**config.mk**
```make
export PLATFORM = sky130hd
export DESIGN_NAME = return_fifo_flat
export DESIGN_NICKNAME = d
export VERILOG_FILES = /design/src/rtl/return_fifo_if.sv /design/src/rtl/return_fifo.sv /design/src/flat_wrapper.sv
export SDC_FILE = /design/constraint.sdc
export NUM_CORES = 1
export LEC_CHECK = 0
export ABC_AREA = 1
export BUFFER_PORTS_ARGS = -buffer_cell sky130_fd_sc_hd__clkbuf_2
export CORE_MARGIN = 10
export CORE_UTILIZATION = 54
export CTS_CLUSTER_DIAMETER = 60
export CTS_CLUSTER_SIZE = 30
export DETAILED_ROUTE_END_ITERATION = 7
export PLACE_DENSITY = 0.8
export SETUP_SLACK_MARGIN = 0.3
export SLEW_MARGIN = 20
export SYNTH_ARGS = -nofsm -noshare
export SYNTH_HDL_FRONTEND = slang
export SYNTH_SLANG_ARGS = --single-unit
```
**constraint.sdc**
```tcl
create_clock -name clk -period 1.4 [get_ports clk]
set_input_delay 0.14 -clock clk [delete_from_list [all_inputs] [get_ports clk]]
set_output_delay 0.14 -clock clk [all_outputs]
set_load 0.02 [all_outputs]
```
**src/rtl/return_fifo_if.sv**
```systemverilog
`default_nettype none
// +------------------------------------------------------------------+
// | return_fifo_if : valid/ready result-token link, producer->consumer |
// | Revision 1.0                                                      |
// +------------------------------------------------------------------+
interface return_fifo_if #(
   parameter int DATA_WIDTH = 32
);
   logic [DATA_WIDTH-1:0] ins;
   logic                  ins_valid;
   logic                  ins_ready;
   logic [DATA_WIDTH-1:0] outs;
   logic                  outs_valid;
   logic                  outs_ready;

   modport master (
      output ins, ins_valid, outs_ready,
      input  ins_ready, outs, outs_valid
   );

   modport slave (
      input  ins, ins_valid, outs_ready,
      output ins_ready, outs, outs_valid
   );
endinterface
`default_nettype wire

```
**src/rtl/return_fifo.sv**
```systemverilog
`default_nettype none
// +------------------------------------------------------------------+
// | return_fifo : elastic circular return-value buffer (NUM_SLOTS deep)|
// | Optional 0-latency pass-through when RETURN_FIFO_BYPASS_EN is set.  |
// | Revision 1.0                                                      |
// +------------------------------------------------------------------+
module return_fifo #(
   parameter int DATA_WIDTH = 32,
   parameter int NUM_SLOTS  = 2
) (
   input  wire logic    clk,
   input  wire logic    rst,
   return_fifo_if.slave bus
);
   localparam int                 c_PTR_W = $clog2(NUM_SLOTS);
   localparam int                 c_CNT_W = $clog2(NUM_SLOTS + 1);
   localparam logic [c_PTR_W-1:0] c_LAST  = c_PTR_W'(NUM_SLOTS - 1);
   localparam logic [c_CNT_W-1:0] c_FULL  = c_CNT_W'(NUM_SLOTS);

   logic [DATA_WIDTH-1:0] r_mem [NUM_SLOTS];
   logic [c_PTR_W-1:0]    r_head;
   logic [c_PTR_W-1:0]    r_tail;
   logic [c_CNT_W-1:0]    r_count;
   logic [c_CNT_W-1:0]    w_count_nxt;
   logic                  r_ins_ready;
   logic                  w_push;
   logic                  w_pop;
   logic                  w_bypass;

   function automatic logic [c_PTR_W-1:0] next_ptr(input logic [c_PTR_W-1:0] p);
      return (p == c_LAST) ? '0 : p + 1'b1;
   endfunction

`ifdef RETURN_FIFO_BYPASS_EN
   // Empty buffer with both sides ready: token goes straight through, nothing stored
   assign w_bypass       = (r_count == '0) & bus.ins_valid & bus.outs_ready;
   assign bus.outs       = w_bypass ? bus.ins : r_mem[r_head];
`else
   assign w_bypass       = 1'b0;
   assign bus.outs       = r_mem[r_head];
`endif

   assign w_push         = bus.ins_valid & r_ins_ready & ~w_bypass;
   assign w_pop          = (r_count != '0) & bus.outs_ready;
   assign bus.ins_ready  = r_ins_ready;
   assign bus.outs_valid = (r_count != '0) | w_bypass;

   always_comb begin
      w_count_nxt = r_count;
      if (w_push && !w_pop) begin
         w_count_nxt = r_count + 1'b1;
      end else if (w_pop && !w_push) begin
         w_count_nxt = r_count - 1'b1;
      end
   end

   // ins_ready is precomputed from the next count so it never sees outs_ready
   always_ff @(posedge clk or negedge rst) begin
      if (!rst) begin
         r_head      <= '0;
         r_tail      <= '0;
         r_count     <= '0;
         r_ins_ready <= 1'b0;
         for (int i = 0; i < NUM_SLOTS; i++) begin
            r_mem[i] <= '0;
         end
      end else begin
         if (w_push) begin
            r_mem[r_tail] <= bus.ins;
            r_tail        <= next_ptr(r_tail);
         end
         if (w_pop) begin
            r_head <= next_ptr(r_head);
         end
         r_count     <= w_count_nxt;
         r_ins_ready <= (w_count_nxt != c_FULL);
      end
   end
endmodule
`default_nettype wire

```
**src/flat_wrapper.sv**
```systemverilog
// flat-port wrapper written by rule: the top's interface ports become plain ports
module return_fifo_flat 
#(
   parameter int DATA_WIDTH = 32,
   parameter int NUM_SLOTS  = 2
)
  (clk, rst, bus_ins, bus_ins_valid, bus_outs_ready, bus_ins_ready, bus_outs, bus_outs_valid);
  return_fifo_if #(.DATA_WIDTH(DATA_WIDTH)) bus_i ();
  input  wire logic clk;
  input  wire logic rst;
  input wire logic [$bits(bus_i.ins)-1:0] bus_ins;
  input wire logic [$bits(bus_i.ins_valid)-1:0] bus_ins_valid;
  input wire logic [$bits(bus_i.outs_ready)-1:0] bus_outs_ready;
  output wire logic [$bits(bus_i.ins_ready)-1:0] bus_ins_ready;
  output wire logic [$bits(bus_i.outs)-1:0] bus_outs;
  output wire logic [$bits(bus_i.outs_valid)-1:0] bus_outs_valid;
  assign bus_i.ins = bus_ins;
  assign bus_i.ins_valid = bus_ins_valid;
  assign bus_i.outs_ready = bus_outs_ready;
  assign bus_ins_ready = bus_i.ins_ready;
  assign bus_outs = bus_i.outs;
  assign bus_outs_valid = bus_i.outs_valid;
  return_fifo #(.DATA_WIDTH(DATA_WIDTH), .NUM_SLOTS(NUM_SLOTS)) u_core (.clk(clk), .rst(rst), .bus(bus_i));
endmodule
```
==> key figures, run 1 <==
Status
  • Outcome: aborted with a tool error
  • Fail Step: global routing
  • Error Message: [ERROR DPL-0038] Utilization greater than 100%, impossible to legalize

Synthesis
  • Synth warnings: 0
  • Synth cell types: 15
  • Synthesized flop and latch total: 69
  • Syn nets: 409
  • Syn Inst Count: 372
  • Netlist Area Pre-Place: around 0.0031 mm^2
  • Synth area leader: dfrtp_1
  • Leading post-synthesis cells by cell area: dfrtp_1 (56%), nand2_1 (21%), o21ai_2 (6.5%)
  • Synth top area share: between 50% and 60%
  • Synth Area per Inst: 8.36 um^2
  • Seq/Total Area, Yosys: between 50 and 60%

CTS
  • Root Buffer: clkbuf_8
  • H-Tree Depth: 3
  • Clock sinks: 69
  • CTS buffer count: 9
  • CTS max path bufs: 2

Die
  • I/O pins: 70
  • Die X: 95.9 um
  • # rows: 27
  • Die Height: 95.9 um
  • Starting Density: 56.1%

Global route
  • Largest net degree at the start of global routing: 70

Place
  • PortBufs: slightly below 70
  • Placer Congestion: 0.730
  • Dpl hpwl: 4730 um
  • Post-DP Area: 0.00354 mm^2

STA
  • GR repair worst EP: bus_outs[4]
  • Worst_ep kind: output port
## kinds of logic after synthesis
| logic type | after synthesis | synth area share [%] |
|---|---|---|
| and+or+nand+nor | 178 | 21.9 |
| xor gates and xnor gates | 1 | 0.282 |
| AOI/OAI and AO/OA | 64 | 13.1 |
| adders and majority gates | 1 | 0.402 |
| buffers and inverters | 59 | 8.85 |
| DFF | 69 | 55.5 |
## cell usage after synthesis
cell,instances
clkinv_1,1
dfrtp_1,69
xor2_1,1
o21ai_1,9
nand2_2,2
buf_2,7
or2_1,1
inv_1,38
nand2_1,172
o21ai_0,32
clkbuf_1,7
ha_1,1
buf_6,6
o21ai_2,23
nand3_1,3
## repair_timing
| action | 4_1_cts |
|---|---|
| hold buffers | 1 |
| endpoints found under the setup margin | 94 |
| endpoints found under the hold margin | 69 |
| cloned | 17 |
| resized for setup | 238 |
| pin swaps | 23 |
| buffers inserted | 20 |
## stage by stage
stage | hold WS, ns | setup WS [ns] | instances | utilization, %
after floorplan | -0.156 | 0.194 | 372 | -
after global placement | 0.189 | 0.202 | 502 | 63.9
after detailed placement | 0.191 | 0.161 | 502 | 63.9
after CTS | 0.0354 | -0.0521 | 552 | 92.0
==> run 2: changes to the inputs <==
- CORE_UTILIZATION: 54 -> 40
- CTS_CLUSTER_DIAMETER: 60 -> unset
- CTS_CLUSTER_SIZE: 30 -> unset
- PLACE_DENSITY: 0.8 -> unset
- PLACE_DENSITY_LB_ADDON: unset -> 0.15
- SETUP_SLACK_MARGIN: 0.3 -> unset
==> key figures, run 2 <==
Finish
  • Fraction of layout cells with a size suffix above 1: 40.1%
  • Most common cell after layout, fill and taps aside: nand2_1
  • Area Growth Syn to Fin: 40.2%
  • Most frequent cells in the layout: nand2_1 (116), dfrtp_1 (68), nand2_2 (47)
  • Max reg flops: 64
  • Antenna Cells: 0
  • Fin nets: 483
  • Finished Cell Area: approximately 0.0044 mm^2
  • Biggest regs: u_core.r_mem: 64 flops, u_core.r_count: 2 flops
  • Reg with most FFs: u_core.r_mem

Global route
  • GR Util All Layers: 12.3%
  • Vias in the first global route: 2575
  • Largest net degree at the start of global routing: 70
  • Initial antenna violation count: 0
  • First-pass GRT wire length: between 10000 and 15000 um
  • Final global-route overflow total: 0

CTS
  • Postcts setup bufs: 0
  • H-Tree Depth: 3
  • CTS tree: done
  • CTS buffer count: 9
  • Root Buffer: clkbuf_8
  • Skew-Pair Late Insertion Delay: 0.33 ns
  • Clock sinks: 69
  • CTS max path bufs: 2
  • Reg clk slew, reported paths: 0.08 ns

STA
  • Clk_skew: 0.00681 ns
  • Slew margin rel.: about three quarters
  • Slew Limit Fails: 0
  • Fin crit share: 104%
  • RSZ-0062 raised after global routing: yes
  • Setup TNS Final: -0.721 ns
  • Hold Slack: 0.0437 ns
  • Setup ws final: -0.0518 ns
  • Max Clk Rate: between 600 and 700 MHz
  • Hold Fails Final Rpt: 0
  • Slew @ Worst Pin: 0.370 ns
  • Setup-failing EPs final: 31
  • Crit path time final: 1.45 ns

Synthesis
  • Count leader, synth: nand2_1
  • Synth warnings: 0
  • Syn nets: between 400 and 500
  • Commonest cells in the netlist: nand2_1 (172), dfrtp_1 (69), inv_1 (38), o21ai_0 (32), o21ai_2 (23)
  • Leading post-synthesis cells by cell area: dfrtp_1 (56%), nand2_1 (21%), o21ai_2 (6.5%)
  • Netlist Area Pre-Place: just over 0.003 mm^2
  • Main synth FF type: dfrtp_1
  • Async SR Flop Fraction: between 90% and 100%
  • Synth Area per Inst: 8.36 um^2
  • Synth cell types: 15
  • Synth area leader: dfrtp_1
  • Synthesized flop and latch total: 69
  • Seq/Total Area, Yosys: 55.5%
  • Synth top area share: 55.5%
  • Syn Inst Count: 372
  • Post-synth EDFFs: 0

Detailed routing
  • First-pass DRT Iterations: 4
  • Vias per cell: 4.57
  • DRC Markers: 0
  • Routed WL per cell: 13.2 um
  • Post-route ant nets: 0
  • Vias: about 2500
  • Routed WL: 7320 um
  • Initial DRC count: around 130

Critical path
  • CP peak stage delay: 0.42 ns
  • Delay-heaviest family, CP: buffers and inverters
  • Worst path cell trace: clkinv_4 -> clkbuf_16 -> nand2_2 -> nand2_2 -> buf_8
  • CP Max Fanout: 6
  • Critical path launch point type: register
  • Required @ worst endpoint: 1.26 ns
  • Worst Path Buf+Inv: 3
  • Crit path kind: reg -> out
  • FF-to-FF path depth: 5
  • Terminus of the critical flop-to-flop path: u_core.r_mem[32]$_DFFE_PN0P_
  • RR Startpoint: u_core.bus.ins_ready$_DFF_PN0_
  • Max stage delay cell, worst path: dfrtp_2
  • Crit path DAT: 1.31 ns
  • CP most frequent cell: nand2_2
  • Crit path capture type: output pin
  • R2r setup slk: 0.16 ns

Power and ir drop
  • Power per cell area: 2630 mW/mm^2
  • Lkg Pwr: 2.32 nW
  • Total Power: 0.0115 W
  • Max IR drop VDD: 1.35 mV

Worst hold path
  • Worst Hold Class: in -> reg
  • Hold EP: u_core.r_mem[60]$_DFFE_PN0P_
  • WHS Path Cells: 3
  • HP Start: bus_ins[28]

Die
  • Die Height: 108 um
  • I/O pins: 70
  • Core ar.: 0.00765 mm^2
  • Starting Density: 40.7%
  • Die area: 0.0117 mm^2
  • # rows: 32
  • Die X: approximately 110 um

Run
  • Max cap viols: 0

Place
  • PortBufs: just under 70
  • Post-DP Area: 0.00360 mm^2
  • Dpl hpwl: 4590 um
  • Placer Congestion: 0.701

Status
  • Outcome: finished with violations
  • Failing checks: setup timing
## run 2: cell counts after synthesis
No cell type changed its count.
## run 2: power breakdown
part | switching, W | leakage, nW | internal [W]
registers | 0.000598 | 0.852 | 0.00294
logic | 0.00335 | 1.37 | 0.00300
clock network | 0.000718 | 0.103 | 0.000860
total | 0.00467 | 2.32 | 0.00680
## run 2: area by class of cell
type,count,area [um^2]
Clock buffer,11,141
Clock inverter,5,50.0
Sequential cell,69,1730
Multi-Input combinational cell,244,1300
Timing Repair Buffer,83,857
Fill cell,706,3290
Inverter,39,151
Tap cell,102,128
## run 2: per-layer routing
metal  vias up  wire [um]  track usage, %
li1       1288          -               -
met4         0         62            4.87
met5         -          0               0
met1      1184       3180            14.2
met2        48       3650            20.9
met3         6        428            3.51
## run 2: kinds of logic (layout without fill, tap and decap cells)
kind of cell | after synthesis | after routing | share of synthesized area, %
adders and majority gates | 1 | 1 | 0.402
buffers and inverters | 59 | 138 | 8.85
DFF | 69 | 69 | 55.5
AOI/OAI and AO/OA | 64 | 64 | 13.1
xor gates and xnor gates | 1 | 1 | 0.282
and+or+nand+nor | 178 | 178 | 21.9
## run 2: worst max-delay path by stage
stage / start / to / slack [ns] / depth (start not counted)
2_1_floorplan: u_core.r_count[0]$_DFF_PN0_ / u_core.bus.ins_ready$_DFF_PN0_ / 0.14 / 8
3_3_place_gp: u_core.r_count[0]$_DFF_PN0_ / u_core.bus.ins_ready$_DFF_PN0_ / 0.15 / 8
3_5_place_dp: u_core.r_count[0]$_DFF_PN0_ / u_core.bus.ins_ready$_DFF_PN0_ / 0.15 / 8
4_1_cts: u_core.r_head$_DFFE_PN0P_ / bus_outs[16] / -0.08 / 4
5_1_grt: u_core.r_head$_DFFE_PN0P_ / bus_outs[9] / -0.1 / 5
6_report: u_core.r_head$_DFFE_PN0P_ / bus_outs[26] / -0.05 / 5
## run 2: per-stage QoR
stage	setup slack [ns]	util [%]	instances
global placement	0.151	47.0	532
CTS	-0.0829	51.8	549
floorplan	0.136	-	372
global route	-0.0975	57.0	553
finish	-0.0518	57.0	553
detailed placement	0.152	47.0	532
## run 2: tightest hold or removal path: cells and delay by family
| kind | cells | cell delay (ns) |
|---|---|---|
| buf+inv | 2 | 0.15 |
| compound gates | 1 | 0.06 |
## run 2: what timing repair did
action / CTS / global route
pin swaps: 0 / 12
resized for setup: 39 / 128
gates cloned: 0 / 4
setup endpoints to repair: 32 / 33
hold buffers: 1 / 0
hold endpoints to repair: 69 / 0
(Power assumes the default switching activity.)
==> run 3: changes to the inputs <==
- CORE_MARGIN: 10 -> unset
- PLACE_DENSITY_LB_ADDON: 0.15 -> 0.08
==> key figures, run 3 (synthesis gave the netlist of run 2 again) <==
Global route
  • Largest net degree at the start of global routing: 49
  • GR Util All Layers: 17.2%
  • Final global-route overflow total: 0
  • Initial antenna violation count: 0
  • First-pass GRT wire length: 11000 um
  • Vias in the first global route: 2316

Finish
  • Fin nets: between 400 and 500
  • Antenna Cells: 0
  • Biggest regs: u_core.r_mem: 64 flops, u_core.r_count: 2 flops
  • Core Util, Final: 58.5%
  • Reg with most FFs: u_core.r_mem
  • Flip-flop and latch area: 0.00173 mm^2
  • Most frequent cells in the layout: nand2_1 (108), dfrtp_1 (68), nand2_2 (61)
  • Fin cells: ~550
  • Most common cell after layout, fill and taps aside: nand2_1
  • Area Growth Syn to Fin: 38.7%
  • Fraction of layout cells with a size suffix above 1: 42.0%
  • Filler instances: 702
  • Multi-input logic area: 0.00129 mm^2
  • Max reg flops: 64

CTS
  • H-Tree Depth: 3
  • Reg clk slew, reported paths: about 0.070 ns
  • Root Buffer: clkbuf_8
  • CTS max path bufs: 2
  • CTS tree: done
  • Clock sinks: 69
  • Skew-Pair Late Insertion Delay: 0.34 ns
  • CTS buffer count: 9

Critical path
  • FF-to-FF path depth: 8
  • Crit path DAT: around 1.3 ns
  • Launch point of the worst path: u_core.r_head$_DFFE_PN0P_
  • Terminus of the critical flop-to-flop path: u_core.bus.ins_ready$_DFF_PN0_
  • R2r setup slk: 0.14 ns
  • Max stage delay cell, worst path: dfrtp_2
  • Crit path capture type: output pin
  • CP most frequent cell: nand2_2
  • Worst path cell trace: clkinv_4 -> clkbuf_16 -> nand2_2 -> nand2_2 -> buf_6
  • CP Max Fanout: 8
  • RR Startpoint: u_core.r_count[0]$_DFF_PN0_
  • Required @ worst endpoint: 1.26 ns
  • CP peak stage delay: 0.42 ns
  • Critical path launch point type: register
  • Crit path kind: reg -> out

Power and ir drop
  • Max IR drop VDD: 1.26 mV
  • Lkg Pwr: 2.28 nW
  • Power per cell area: 2630 mW/mm^2

Die
  • I/O pins: 70
  • # rows: 31
  • Die Height: between 90 and 100 um
  • Core ar.: 0.00737 mm^2
  • Die X: between 90 and 100 um
  • Die area: 0.00813 mm^2
  • Starting Density: 42.2%

STA
  • Setup ws final: -0.0677 ns
  • Max Clk Rate: roughly 680 MHz
  • Clk_skew: 0.0105 ns
  • Slew margin rel.: between 70% and 80%
  • Setup-failing EPs final: 32
  • Fin crit share: 105%
  • Setup TNS Final: -1.50 ns
  • Hold Slack: ~0.030 ns
  • RSZ-0062 raised after global routing: yes
  • Hold Fails Final Rpt: 0
  • Crit path time final: 1.47 ns
  • Slew Limit Fails: 0
  • Slew @ Worst Pin: 0.434 ns

Detailed routing
  • DRC Markers: 0
  • Vias: 2560
  • Post-route ant nets: 0
  • Routed WL: about 6700 um
  • Routed WL per cell: 12.2 um
  • Initial DRC count: 119
  • First-pass DRT Iterations: 4
  • Vias per cell: 4.65

Worst hold path
  • HP Start: bus_ins[16]
  • Worst Hold Class: in -> reg
  • Hold EP: u_core.r_mem[48]$_DFFE_PN0P_
  • WHS Path Cells: 3

Status
  • Failing checks: setup timing
  • Outcome: finished with violations

Place
  • PortBufs: 69
  • Placed cell count: ~530
  • Placer Congestion: between 0.7 and 0.8
  • Dpl hpwl: 4140 um

Run
  • Max cap viols: 0
run 3: where the power goes:
group	switching (W)	internal (W)
Sequential	0.000599	0.00294
Clock	0.000750	0.000999
Combinational	0.00326	0.00278
Total	0.00461	0.00672
run 3: worst max-delay path: cells and delay by family (launching register included):
kind,cells,cell delay [ns]
buf+inv,3,0.45
flops,1,0.42
simple gates,2,0.12
run 3: layout make-up:
cell class,count,share of cell area (%)
Clock buffer,10,2.96
Clock inverter,6,2.03
Inverter,39,3.51
Multi-Input combinational cell,244,30.0
Sequential cell,69,40.1
Tap cell,99,2.87
Timing Repair Buffer,84,18.6
run 3: how the worst max path moves through the flow:
stage | end | slack, ns
final | bus_outs[10] | -0.07
after global routing | bus_outs[16] | -0.12
after CTS | bus_outs[15] | -0.09
after detailed placement | u_core.bus.ins_ready$_DFF_PN0_ | 0.16
after global placement | u_core.r_mem[62]$_DFFE_PN0P_ | 0.19
after floorplan | u_core.bus.ins_ready$_DFF_PN0_ | 0.14
run 3: metrics by stage:
| stage | total power (W) | area, um^2 | setup WS (ns) |
|---|---|---|---|
| 2_1_floorplan | 0.00649 | 3110 | 0.136 |
| 3_3_place_gp | 0.00783 | 3610 | 0.191 |
| 3_5_place_dp | 0.00790 | 3610 | 0.165 |
| 4_1_cts | 0.00975 | 3850 | -0.0871 |
| 5_1_grt | 0.0121 | 4310 | -0.119 |
| 6_report | 0.0113 | 4310 | -0.0677 |
run 3: timing repair:
action / in CTS / in global routing
endpoints found under the hold margin: 30 / 0
cloned: 0 / 3
setup buffers: 0 / 0
resized for setup: 4 / 168
endpoints found under the setup margin: 32 / 32
pin swaps: 0 / 17
hold buffers: 1 / 0
run 3: routing by layer:
metal  GRT usage (%)  vias up  wire [um]
met5               0        -          0
met4            8.87        0        140
met3            4.06       11        218
met2            26.6       51       3160
met1            22.6     1204       3200
li1                -     1294          -
==> run 4: changes to the inputs <==
- clock period: 1.4 -> 1.2 ns (I/O delays scaled with it)
==> key figures, run 4 (synthesis gave the netlist of run 2 again) <==
Die
  • # rows: 31
  • Die Height: approximately 90 um
  • I/O pins: 70
  • Die area: 0.00813 mm^2
  • Core ar.: 0.00737 mm^2
  • Die X: ~90 um
  • Starting Density: 42.2%

Place
  • Post-DP Area: between 0.003 and 0.004 mm^2
  • Placer Congestion: 0.719
  • PortBufs: 69
  • Dpl hpwl: 4260 um
  • Pre-CTS WS: -0.0405 ns

Finish
  • Area Growth Syn to Fin: 44.8%
  • Fin nets: 498
  • Biggest regs: u_core.r_mem: 64 flops, u_core.r_count: 2 flops
  • Fraction of layout cells with a size suffix above 1: a little over two fifths
  • Most common cell after layout, fill and taps aside: nand2_1
  • Most frequent cells in the layout: nand2_1 (115), dfrtp_1 (67), nand2_2 (49)
  • Reg with most FFs: u_core.r_mem
  • Finished Cell Area: 0.00450 mm^2
  • Antenna Cells: 0
  • Max reg flops: 64

Global route
  • Final global-route overflow total: 0
  • Largest net degree at the start of global routing: 70
  • GR Util All Layers: 17.6%
  • First-pass GRT wire length: 11300 um
  • Vias in the first global route: 2403
  • Initial antenna violation count: 0

Critical path
  • Worst path cell trace: clkinv_4 -> clkbuf_16 -> nand2_2 -> nand2_2 -> buf_6
  • Crit path DAT: 1.32 ns
  • Terminus of the critical flop-to-flop path: u_core.bus.ins_ready$_DFF_PN0_
  • Worst Path Buf+Inv: 3
  • R2r setup slk: -0.10 ns
  • CP Max Fanout: 8
  • Critical path launch point type: register
  • CP most frequent cell: nand2_2
  • Crit path kind: reg -> out
  • Required @ worst endpoint: 1.08 ns
  • CP peak stage delay: 0.43 ns
  • Delay-heaviest family, CP: flip-flops
  • Max stage delay cell, worst path: dfrtp_2
  • FF-to-FF path depth: 10
  • RR Startpoint: u_core.r_count[0]$_DFF_PN0_
  • Crit path capture type: output pin

STA
  • Slew margin rel.: between 70% and 80%
  • Slew Limit Fails: 0
  • Hold Fails Final Rpt: 0
  • Fin crit share: 120%
  • Setup-failing EPs final: 36
  • Setup TNS Final: -7.04 ns
  • Crit path time final: 1.44 ns
  • RSZ-0062 raised after global routing: yes
  • Setup ws final: -0.238 ns
  • Clk_skew: around 0.0064 ns
  • Max Clk Rate: 695 MHz
  • Slew @ Worst Pin: approximately 0.37 ns

Status
  • Outcome: finished with violations
  • Failing checks: setup timing

CTS
  • Reg clk slew, reported paths: roughly 0.070 ns
  • CTS tree: done
  • CTS buffer count: 9
  • Root Buffer: clkbuf_8
  • Clock sinks: 69
  • Skew-Pair Late Insertion Delay: between 0.3 and 0.4 ns
  • CTS max path bufs: 2
  • H-Tree Depth: 3

Worst hold path
  • WHS Path Cells: 3
  • HP Start: bus_ins[28]
  • Worst Hold Class: in -> reg
  • Hold EP: u_core.r_mem[60]$_DFFE_PN0P_

Detailed routing
  • First-pass DRT Iterations: 5
  • Initial DRC count: 126
  • Vias per cell: 4.58
  • DRC Markers: 0
  • Routed WL: 7160 um
  • Vias: about 2600
  • Post-route ant nets: 0
  • Routed WL per cell: 12.7 um

Run
  • Max cap viols: 0

Power and ir drop
  • Power per cell area: 2990 mW/mm^2
  • Lkg Pwr: 2.39 nW
  • Max IR drop VDD: 1.45 mV
-- run 4: changes by cell type in the layout (fill, tap and decap cells not counted), sizes merged --
cell and delta:
bufinv -2, clkinvlp -2, dlygate4sd3 +2, buf +12, clkinv +3
-- run 4: worst max-delay path by stage --
| stage | startpoint | end | slack (ns) | depth (start not counted) |
|---|---|---|---|---|
| after global placement | u_core.r_count[0]$_DFF_PN0_ | u_core.bus.ins_ready$_DFF_PN0_ | -0.01 | 8 |
| after detailed placement | u_core.r_count[0]$_DFF_PN0_ | u_core.bus.ins_ready$_DFF_PN0_ | -0.04 | 8 |
| after CTS | u_core.r_head$_DFFE_PN0P_ | bus_outs[8] | -0.27 | 5 |
| after global routing | u_core.r_head$_DFFE_PN0P_ | bus_outs[26] | -0.30 | 5 |
| after floorplan | u_core.bus.ins_ready$_DFF_PN0_ | u_core.r_mem[44]$_DFFE_PN0P_ | -0.007 | 6 |
| final | u_core.r_head$_DFFE_PN0P_ | bus_outs[25] | -0.24 | 5 |
-- run 4: final cells by class --
cell class	count	area, um^2
clock buffers	10	138
inverters	39	154
multi-input cells	244	1340
fillers	676	2870
well taps	99	124
repair buffers	98	990
flip-flops and latches	69	1730
clock inverters	5	27.5
-- run 4: metrics by stage --
stage          power [W]  hold slack, ns  utilization [%]  cells
5_1_grt           0.0144         0.00673             61.1    564
3_3_place_gp     0.00932           0.180             49.8    535
3_5_place_dp     0.00941           0.179             49.8    535
4_1_cts           0.0114         0.00138             53.9    558
6_report          0.0134          0.0166             61.1    564
2_1_floorplan    0.00761          -0.176                -    372
-- run 4: repair_timing --
| action | 4_1_cts | 5_1_grt |
|---|---|---|
| setup buffers | 5 | 2 |
| hold buffers | 3 | 0 |
| endpoints found under the setup margin | 65 | 67 |
| hold endpoints to repair | 71 | 0 |
| pin swaps | 4 | 20 |
| resized for setup | 19 | 171 |
| cloned | 0 | 4 |
-- run 4: where the power goes --
part / leakage (nW) / switching, W / internal, W
clock: 0.0877 / 0.000858 / 0.000780
sequential: 0.851 / 0.000688 / 0.00344
combinational: 1.45 / 0.00400 / 0.00369
-- run 4: worst min-delay path: cells and delay by family --
kind	cells	cell delay, ns
AOI/OAI and AO/OA	1	0.06
buffers and inverters	2	0.15
-- run 4: metal layers --
metal / vias to the layer above / routed length, um / share of wire (%) / GRT usage (%)
met2: 55 / 3290 / 46 / 26.9
met3: 9 / 240 / 3.4 / 3.13
li1: 1315 / - / - / -
met5: - / 0 / 0 / 0
met4: 0 / 112 / 1.6 / 8.47
met1: 1202 / 3520 / 49 / 24.1
